`src/rtl/fft_pkg.sv`:
```
// fft_pkg: shared FFT sizing and bit-reversal helper
package fft_pkg;
  localparam int N = 32;
  localparam int LOGN = 5;
  localparam int DW = 19;
  function automatic logic [LOGN-1:0] bitrev(input logic [LOGN-1:0] a);
    logic [LOGN-1:0] r;
    for (int i = 0; i < LOGN; i++) r[i] = a[LOGN-1-i];
    return r;
  endfunction
endpackage

```
`src/rtl/fft_pingpong_bank.sv`:
```
// fft_pingpong_bank: two-bank register file, one write port, one async read port
module fft_pingpong_bank
  import fft_pkg::*;
#(
  parameter int N = fft_pkg::N,
  parameter int LOGN = fft_pkg::LOGN,
  parameter int W = 2 * fft_pkg::DW
) (
  input  logic            clk,
  input  logic            we,
  input  logic            wbank,
  input  logic [LOGN-1:0] waddr,
  input  logic [W-1:0]    wdata,
  input  logic            rbank,
  input  logic [LOGN-1:0] raddr,
  output logic [W-1:0]    rdata
);
  logic [W-1:0] mem [2][N];
  always_ff @(posedge clk) if (we) mem[wbank][waddr] <= wdata;
  assign rdata = mem[rbank][raddr];
endmodule

```
`src/rtl/fft_reorder_buf.sv`:
```
// fft_reorder_buf: ping-pong buffer turning bit-reversed FFT output into natural order
module fft_reorder_buf
  import fft_pkg::*;
#(
  parameter int N = fft_pkg::N,
  parameter int LOGN = fft_pkg::LOGN,
  parameter int DW = fft_pkg::DW
) (
  input  logic                 clk,
  input  logic                 rst,
  input  logic                 in_valid,
  output logic                 in_ready,
  input  logic signed [DW-1:0] in_r,
  input  logic signed [DW-1:0] in_i,
  output logic                 out_valid,
  input  logic                 out_ready,
  output logic signed [DW-1:0] out_r,
  output logic signed [DW-1:0] out_i,
  output logic [LOGN-1:0]      out_idx,
  output logic                 out_last
);
  logic [LOGN-1:0] wcnt, rcnt;
  logic wsel, rsel;
  logic [1:0] full;
  logic [2*DW-1:0] rdata;
  logic accept, load;
  assign in_ready = !full[wsel];
  assign accept = in_valid && in_ready;
  assign load = !out_valid || out_ready;
  fft_pingpong_bank #(.N(N), .LOGN(LOGN), .W(2*DW)) u_bank (
    .clk,
    .we(accept),
    .wbank(wsel),
    .waddr(bitrev(wcnt)),
    .wdata({in_r, in_i}),
    .rbank(rsel),
    .raddr(rcnt),
    .rdata
  );
  always_ff @(posedge clk)
    if (rst) begin
      wcnt <= '0;
      rcnt <= '0;
      wsel <= 1'b0;
      rsel <= 1'b0;
      full <= '0;
      out_valid <= 1'b0;
      out_r <= '0;
      out_i <= '0;
      out_idx <= '0;
      out_last <= 1'b0;
    end else begin
      if (accept) begin
        wcnt <= wcnt + 1'b1;
        if (wcnt == LOGN'(N-1)) begin
          full[wsel] <= 1'b1;
          wsel <= !wsel;
        end
      end
      if (load) out_valid <= full[rsel];
      if (load && full[rsel]) begin
        {out_r, out_i} <= rdata;
        out_idx <= rcnt;
        out_last <= rcnt == LOGN'(N-1);
        rcnt <= rcnt + 1'b1;
        if (rcnt == LOGN'(N-1)) begin
          full[rsel] <= 1'b0;
          rsel <= !rsel;
        end
      end
    end
endmodule

```
`config.mk`:
```
export PLATFORM = sky130hd
export DESIGN_NAME = fft_reorder_buf
export DESIGN_NICKNAME = d
export VERILOG_FILES = /design/src/rtl/fft_pkg.sv /design/src/rtl/fft_pingpong_bank.sv /design/src/rtl/fft_reorder_buf.sv
export SDC_FILE = /design/constraint.sdc
export NUM_CORES = 2
export LEC_CHECK = 0
export CAP_MARGIN = 5
export CORE_ASPECT_RATIO = 1.75
export CORE_MARGIN = 1.5
export CORE_UTILIZATION = 52
export CTS_CLUSTER_DIAMETER = 80
export DETAILED_ROUTE_END_ITERATION = 8
export GPL_ROUTABILITY_DRIVEN = 0
export GPL_TIMING_DRIVEN = 0
export HOLD_SLACK_MARGIN = 0.08
export PLACE_DENSITY_LB_ADDON = 0.2
export SETUP_SLACK_MARGIN = 0.05
export SKIP_LAST_GASP = 1
export SLEW_MARGIN = 20
export SYNTH_ARGS = -nofsm -noshare
export SYNTH_HDL_FRONTEND = slang
export SYNTH_SLANG_ARGS = --single-unit
```
`constraint.sdc`:
```
create_clock -name clk -period 6.98 [get_ports clk]
set_input_delay 1.396 -clock clk [delete_from_list [all_inputs] [get_ports clk]]
set_output_delay 1.396 -clock clk [all_outputs]
set_load 0.02 [all_outputs]
```
* Word-level counts from Yosys, hierarchy flattened *
Memory sizes are Yosys's and may differ from the RTL's. A register that Yosys moved wholly into a read port is not among the register bits.
Cells that the tools add are included.

operators by class
  equal/unequal tests = 2
  reductions and logical operators = 12
  $lt $le $gt $ge = 7
  bitwise gates (word level) = 5
  mux-type cells = 22
  $add $sub $neg = 2

operators with widths
  kind                                                       number
  2-to-1 mux 1216 bit                                        1
  binary-select mux 38 bit (select 5 bit)                    1
  demux 38 bit (select 5 bit)                                1
  2-to-1 mux 38 bit                                          3
  greater-or-equal comparator 6 bit (second input constant)  2
  NOT 5 -> 6 bit                                             2
  adder 5 x 1 -> 5 bit (second input constant)               2
  == test 5 bit (second input constant)                      2
  2-to-1 mux 2 bit                                           5
  2-to-1 mux 1 bit                                           9
  < comparator 6 x 1 -> 1 bit (second input constant)        1
  logical AND 1 bit                                          5
  logical NOT 1 bit                                          4
  < comparator 1 x 2 -> 1 bit (second input constant)        2
  AND reduction 2 bit                                        2
  AND 2 bit                                                  1
  demux 1 bit (select 1 bit)                                 2
  greater-or-equal comparator 1 bit (second input constant)  2
  NOT 2 bit                                                  1
  OR 2 bit                                                   1
  logical OR 1 bit                                           1

word-level totals
  word-level logic and storage cells = 61
  bits in writable memories = 2432
  memories = 1
  flip-flop bits (word level) = 59
  output and inout port bits = 46
  input port bits = 42

memories
  memory      words  bits a word  read ports  clocked after memory_dff  wr ports  RTL line                 text
  u_bank.mem  2      1216         1           1                         1         fft_pingpong_bank.sv:18  logic [W-1:0] mem [2][N];

* Depth between registers and ports, before layout *
  word-level depth = 11
  depth in mapped cells = 12
  gate-level depth less buffers = 7

* Hierarchy *
Synthesis repeated with hierarchy kept, for this count alone.

second synthesis, totals
  cells, all modules = 4130
  area total of the unflattened synthesis = 94598.2 µm²

modules (own cells, without submodules)
  module             cells each  times used  area an instance (µm²)  seq. area each (µm²)
  fft_pingpong_bank  3849        1           92236.0                 73030.0
  fft_reorder_buf    281         1           2362.3                  1181.1

* Least setup slack after synthesis *
Ideal clock, no wire load.

  kind = input to register
  from = input port in_valid
  to = memory u_bank.mem[0][608] in the netlist's numbering (enable)
  stages on the path = 4
  buffers on the path = 1
  required time = 6.547 ns
  arrival = 3.788 ns
  path slack = 2.759 ns
  setup time = 0.433 ns
  path through = and2_1 > buf_1 > nand3_1 > nor2_1

on the way
  longest elaborated chain between the ends = 3

RTL lines
  element                                    RTL line                 text
  from (decl)                                fft_reorder_buf.sv:11    input logic in_valid,
  logical AND 1 bit                          fft_reorder_buf.sv:28    assign accept = in_valid && in_ready;
  2-to-1 mux 1 bit                           fft_pingpong_bank.sv:19  always_ff @(posedge clk) if (we) mem[wbank][waddr] <= wdata;
  2-to-1 mux 1216 bit (implied by the code)  fft_pingpong_bank.sv:19
  to (decl)                                  fft_pingpong_bank.sv:18

Every way passes these cells.

==> impl_metrics.json <==
{
  "route.detailed.drc": 0,
  "min_period_over_period": 0.743,
  "syn_nets": 4482,
  "syn_inst": 4431,
  "portBuffers": 86,
  "synth_area_leader_cell": "edfxtp_1",
  "final_cell_area_um2": 112000,
  "first_pass_iters": 9,
  "avgSynthCellArea_um2": 21.6,
  "hp-class": "reg -> reg",
  "placed_cell_area_um2": 106000,
  "drive_gt1_frac": 0.247,
  "grt.overflow.total": 0,
  "crit_slowest_cell": "clkbuf_1",
  "arrival_ps": 5860,
  "grt_pass1_vias": 53000,
  "cp_slowest_stage_delay_ps": 1080,
  "cts_resized": 0,
  "min_from": "out_idx[3]$_SDFFE_PP0P_",
  "cts_tree": "built",
  "path_max_fanout": 12,
  "fp.dieArea_um2": 187000,
  "hold_violations": 0,
  "fin_crit_ps": 5180,
  "maxCapViolCount": 0,
  "post_cts_buffers": 0,
  "slew_viol_final": 0,
  "num-nets-final": 5017,
  "ys_seq_area_frac": 0.774,
  "start_util": 0.523,
  "areaGrowthSynthToFinish_pct": 17.0,
  "core-area_um2": 183000,
  "p_leak_uw": 0.0344,
  "synth_top_cells_by_area": "edfxtp_1, mux4_2, mux2i_1",
  "die_h_um": 571,
  "cts_buffer_depth": 4,
  "cts_buffers": 215,
  "grt_max_degree": 65,
  "vias": 56200,
  "fillers": 12500,
  "ys_warn_count": 0,
  "required_ps": 7650,
  "ys_seq_elements": 2492,
  "worst_slew_pin_slew_ps": 1390,
  "r2r_start": "rcnt[2]$_SDFFE_PP0P_",
  "async_flop_share": 0,
  "crit_chain": "buf_2 > buf_6 > buf_2 > clkbuf_2 > clkbuf_1 > and3_1 > ha_1 > nand2_1 > xor2_1 > nor2_1",
  "synthFlopType": "edfxtp_1",
  "yosysTopAreaCellShare": 0.762,
  "p_total_uw": 28700,
  "cts_num_sinks": 2492,
  "htreeDepth": 4,
  "syn_area_um2": 95900,
  "grtUsageTotal": 0.408,
  "rows": 208,
  "setup_violations": 0,
  "viasPerCell": 7.42,
  "relSlewSlack": 0.0747,
  "io_pins": 88,
  "hold_ws_ps": 465,
  "critical_path_class": "reg -> reg",
  "route.detailed.wl_per_inst_um": 50.2,
  "final_antenna_net_count": 0,
  "dp_hpwl_mm": 261,
  "root_buffer": "clkbuf_16",
  "rsz0062_at_grt": "false",
  "powerDensity_nw_per_um2": 256,
  "crit_path_frequent_cell": "buf_2",
  "synth_enable_flop_cells": 2432,
  "hold_buffers": 0,
  "drt-initial-drc-count": 11500,
  "start_kind": "flip-flop",
  "synth_cell_types": 70,
  "clk-insertion-delay-late_ps": 890,
  "end_kind": "flip-flop",
  "fmaxAchievable_mhz": 193,
  "grt_first_pass_wirelength_mm": 491,
  "ir_drop_mv": 0.194,
  "startpoint": "rcnt[2]$_SDFFE_PP0P_",
  "outcome": "completed",
  "antenna_found_initial": 25,
  "die_w_um": 328,
  "cts.reportedPaths.clkPinSlew_ps": 70,
  "fin_skew_ps": 51.8,
  "wirelength_mm": 380
}
[sequential cells by signal (all words and copies together), names as in the netlist, named ones only]
name	count
u_bank.mem	2432
out_i	19
out_r	19
out_idx	5
rcnt	5
wcnt	5
full	2
out_last	1
out_valid	1
rsel	1
wsel	1
[stage by stage]
step | std cells | TNS, ps | setup WS [ps] | utilization
3_3_place_gp | 6932 | -3336850 | -2260 | 0.545
2_1_floorplan | 4431 | 0 | 2760 | -
6_report | 7568 | 0 | 1800 | 0.612
5_1_grt | 7545 | 0 | 2160 | 0.612
4_1_cts | 7544 | 0 | 2470 | 0.612
3_5_place_dp | 7164 | 0 | 1640 | 0.576
[cells in the mapped netlist, types with 10 or more instances]
| master | n |
|---|---|
| nor4_1 | 10 |
| nor3_1 | 23 |
| a22oi_1 | 97 |
| buf_2 | 62 |
| nand2_1 | 115 |
| a21oi_1 | 59 |
| nand3_1 | 66 |
| clkbuf_1 | 66 |
| mux4_1 | 81 |
| edfxtp_1 | 2432 |
| a211o_1 | 30 |
| nor2b_1 | 11 |
| buf_4 | 36 |
| a221oi_1 | 19 |
| o22ai_1 | 73 |
| a22o_1 | 22 |
| mux4_2 | 422 |
| nor2_1 | 162 |
| dfxtp_1 | 60 |
| o211ai_1 | 11 |
| a31oi_1 | 13 |
| a211oi_1 | 26 |
| mux2i_1 | 284 |
| o21ai_0 | 30 |
| buf_8 | 25 |
| buf_6 | 29 |
| o221ai_1 | 18 |
| buf_1 | 11 |
[report_power, final]
part	internal [µW]	switching [µW]
Sequential	16400	13.5
Combinational	128	423
Clock	6270	5430
Total	22800	5870
[worst paths after layout]
| kind | to | slack [ps] | cells after the start |
|---|---|---|---|
| max reg2reg | flip-flop | 1800 | 10 |
| max | flip-flop | 1800 | 10 |
| min | out_idx[3]$_SDFFE_PP0P_ | 470 | 2 |
| min reg2reg | out_idx[3]$_SDFFE_PP0P_ | 470 | 2 |
[layout by cell type, fill, tap and decap left out, drive strengths merged, types with 59 or more instances in the layout]
master / instances
dfxtp: 60
mux2i: 284
a22oi: 97
edfxtp: 2432
clkinv: 77
mux4: 503
buf: 439
nor2: 162
nand2: 115
a21oi: 59
o22ai: 73
clkbuf: 348
nand3: 66
[per-layer routing]
metal | share of wire | wire (µm) | track usage | vias up
met5 | 0.00036 | 136 | 0.000259 | -
li1 | - | - | - | 19800
met2 | 0.44 | 169000 | 0.606 | 5861
met3 | 0.14 | 54100 | 0.143 | 1701
met4 | 0.11 | 43500 | 0.362 | 18
met1 | 0.30 | 113000 | 0.468 | 28700
[area by class of cell]
| class | instances | area [µm²] | area share |
|---|---|---|---|
| well taps | 2415 | 3020 | 0.0269 |
| plain buffers | 245 | 1840 | 0.0164 |
| clock inverters | 105 | 910 | 0.00811 |
| clock buffers | 275 | 5660 | 0.0504 |
| flip-flops and latches | 2492 | 74200 | 0.662 |
| multi-input cells | 1686 | 20400 | 0.181 |
| inverters | 8 | 30.0 | 0.000268 |
| repair buffers | 318 | 6090 | 0.0543 |
| diodes | 24 | 60.1 | 0.000535 |
[cell families after synthesis]
family          synth area share
xor+xnor                0.000639
compound gates            0.0330
fa+ha+maj                0.00117
mux                        0.152
buf+inv                   0.0191
simple gates              0.0202
flops                      0.774
[worst max-delay path, delay by kind of cell, from the launching register on]
family / cells / cell delay [ps]
buffers and inverters: 5 / 2870
and+or+nand+nor: 3 / 1260
DFF: 1 / 310
xor gates and xnor gates: 1 / 230
adders and majority gates: 1 / 210
Note: power is estimated with default switching activity, not from simulation.
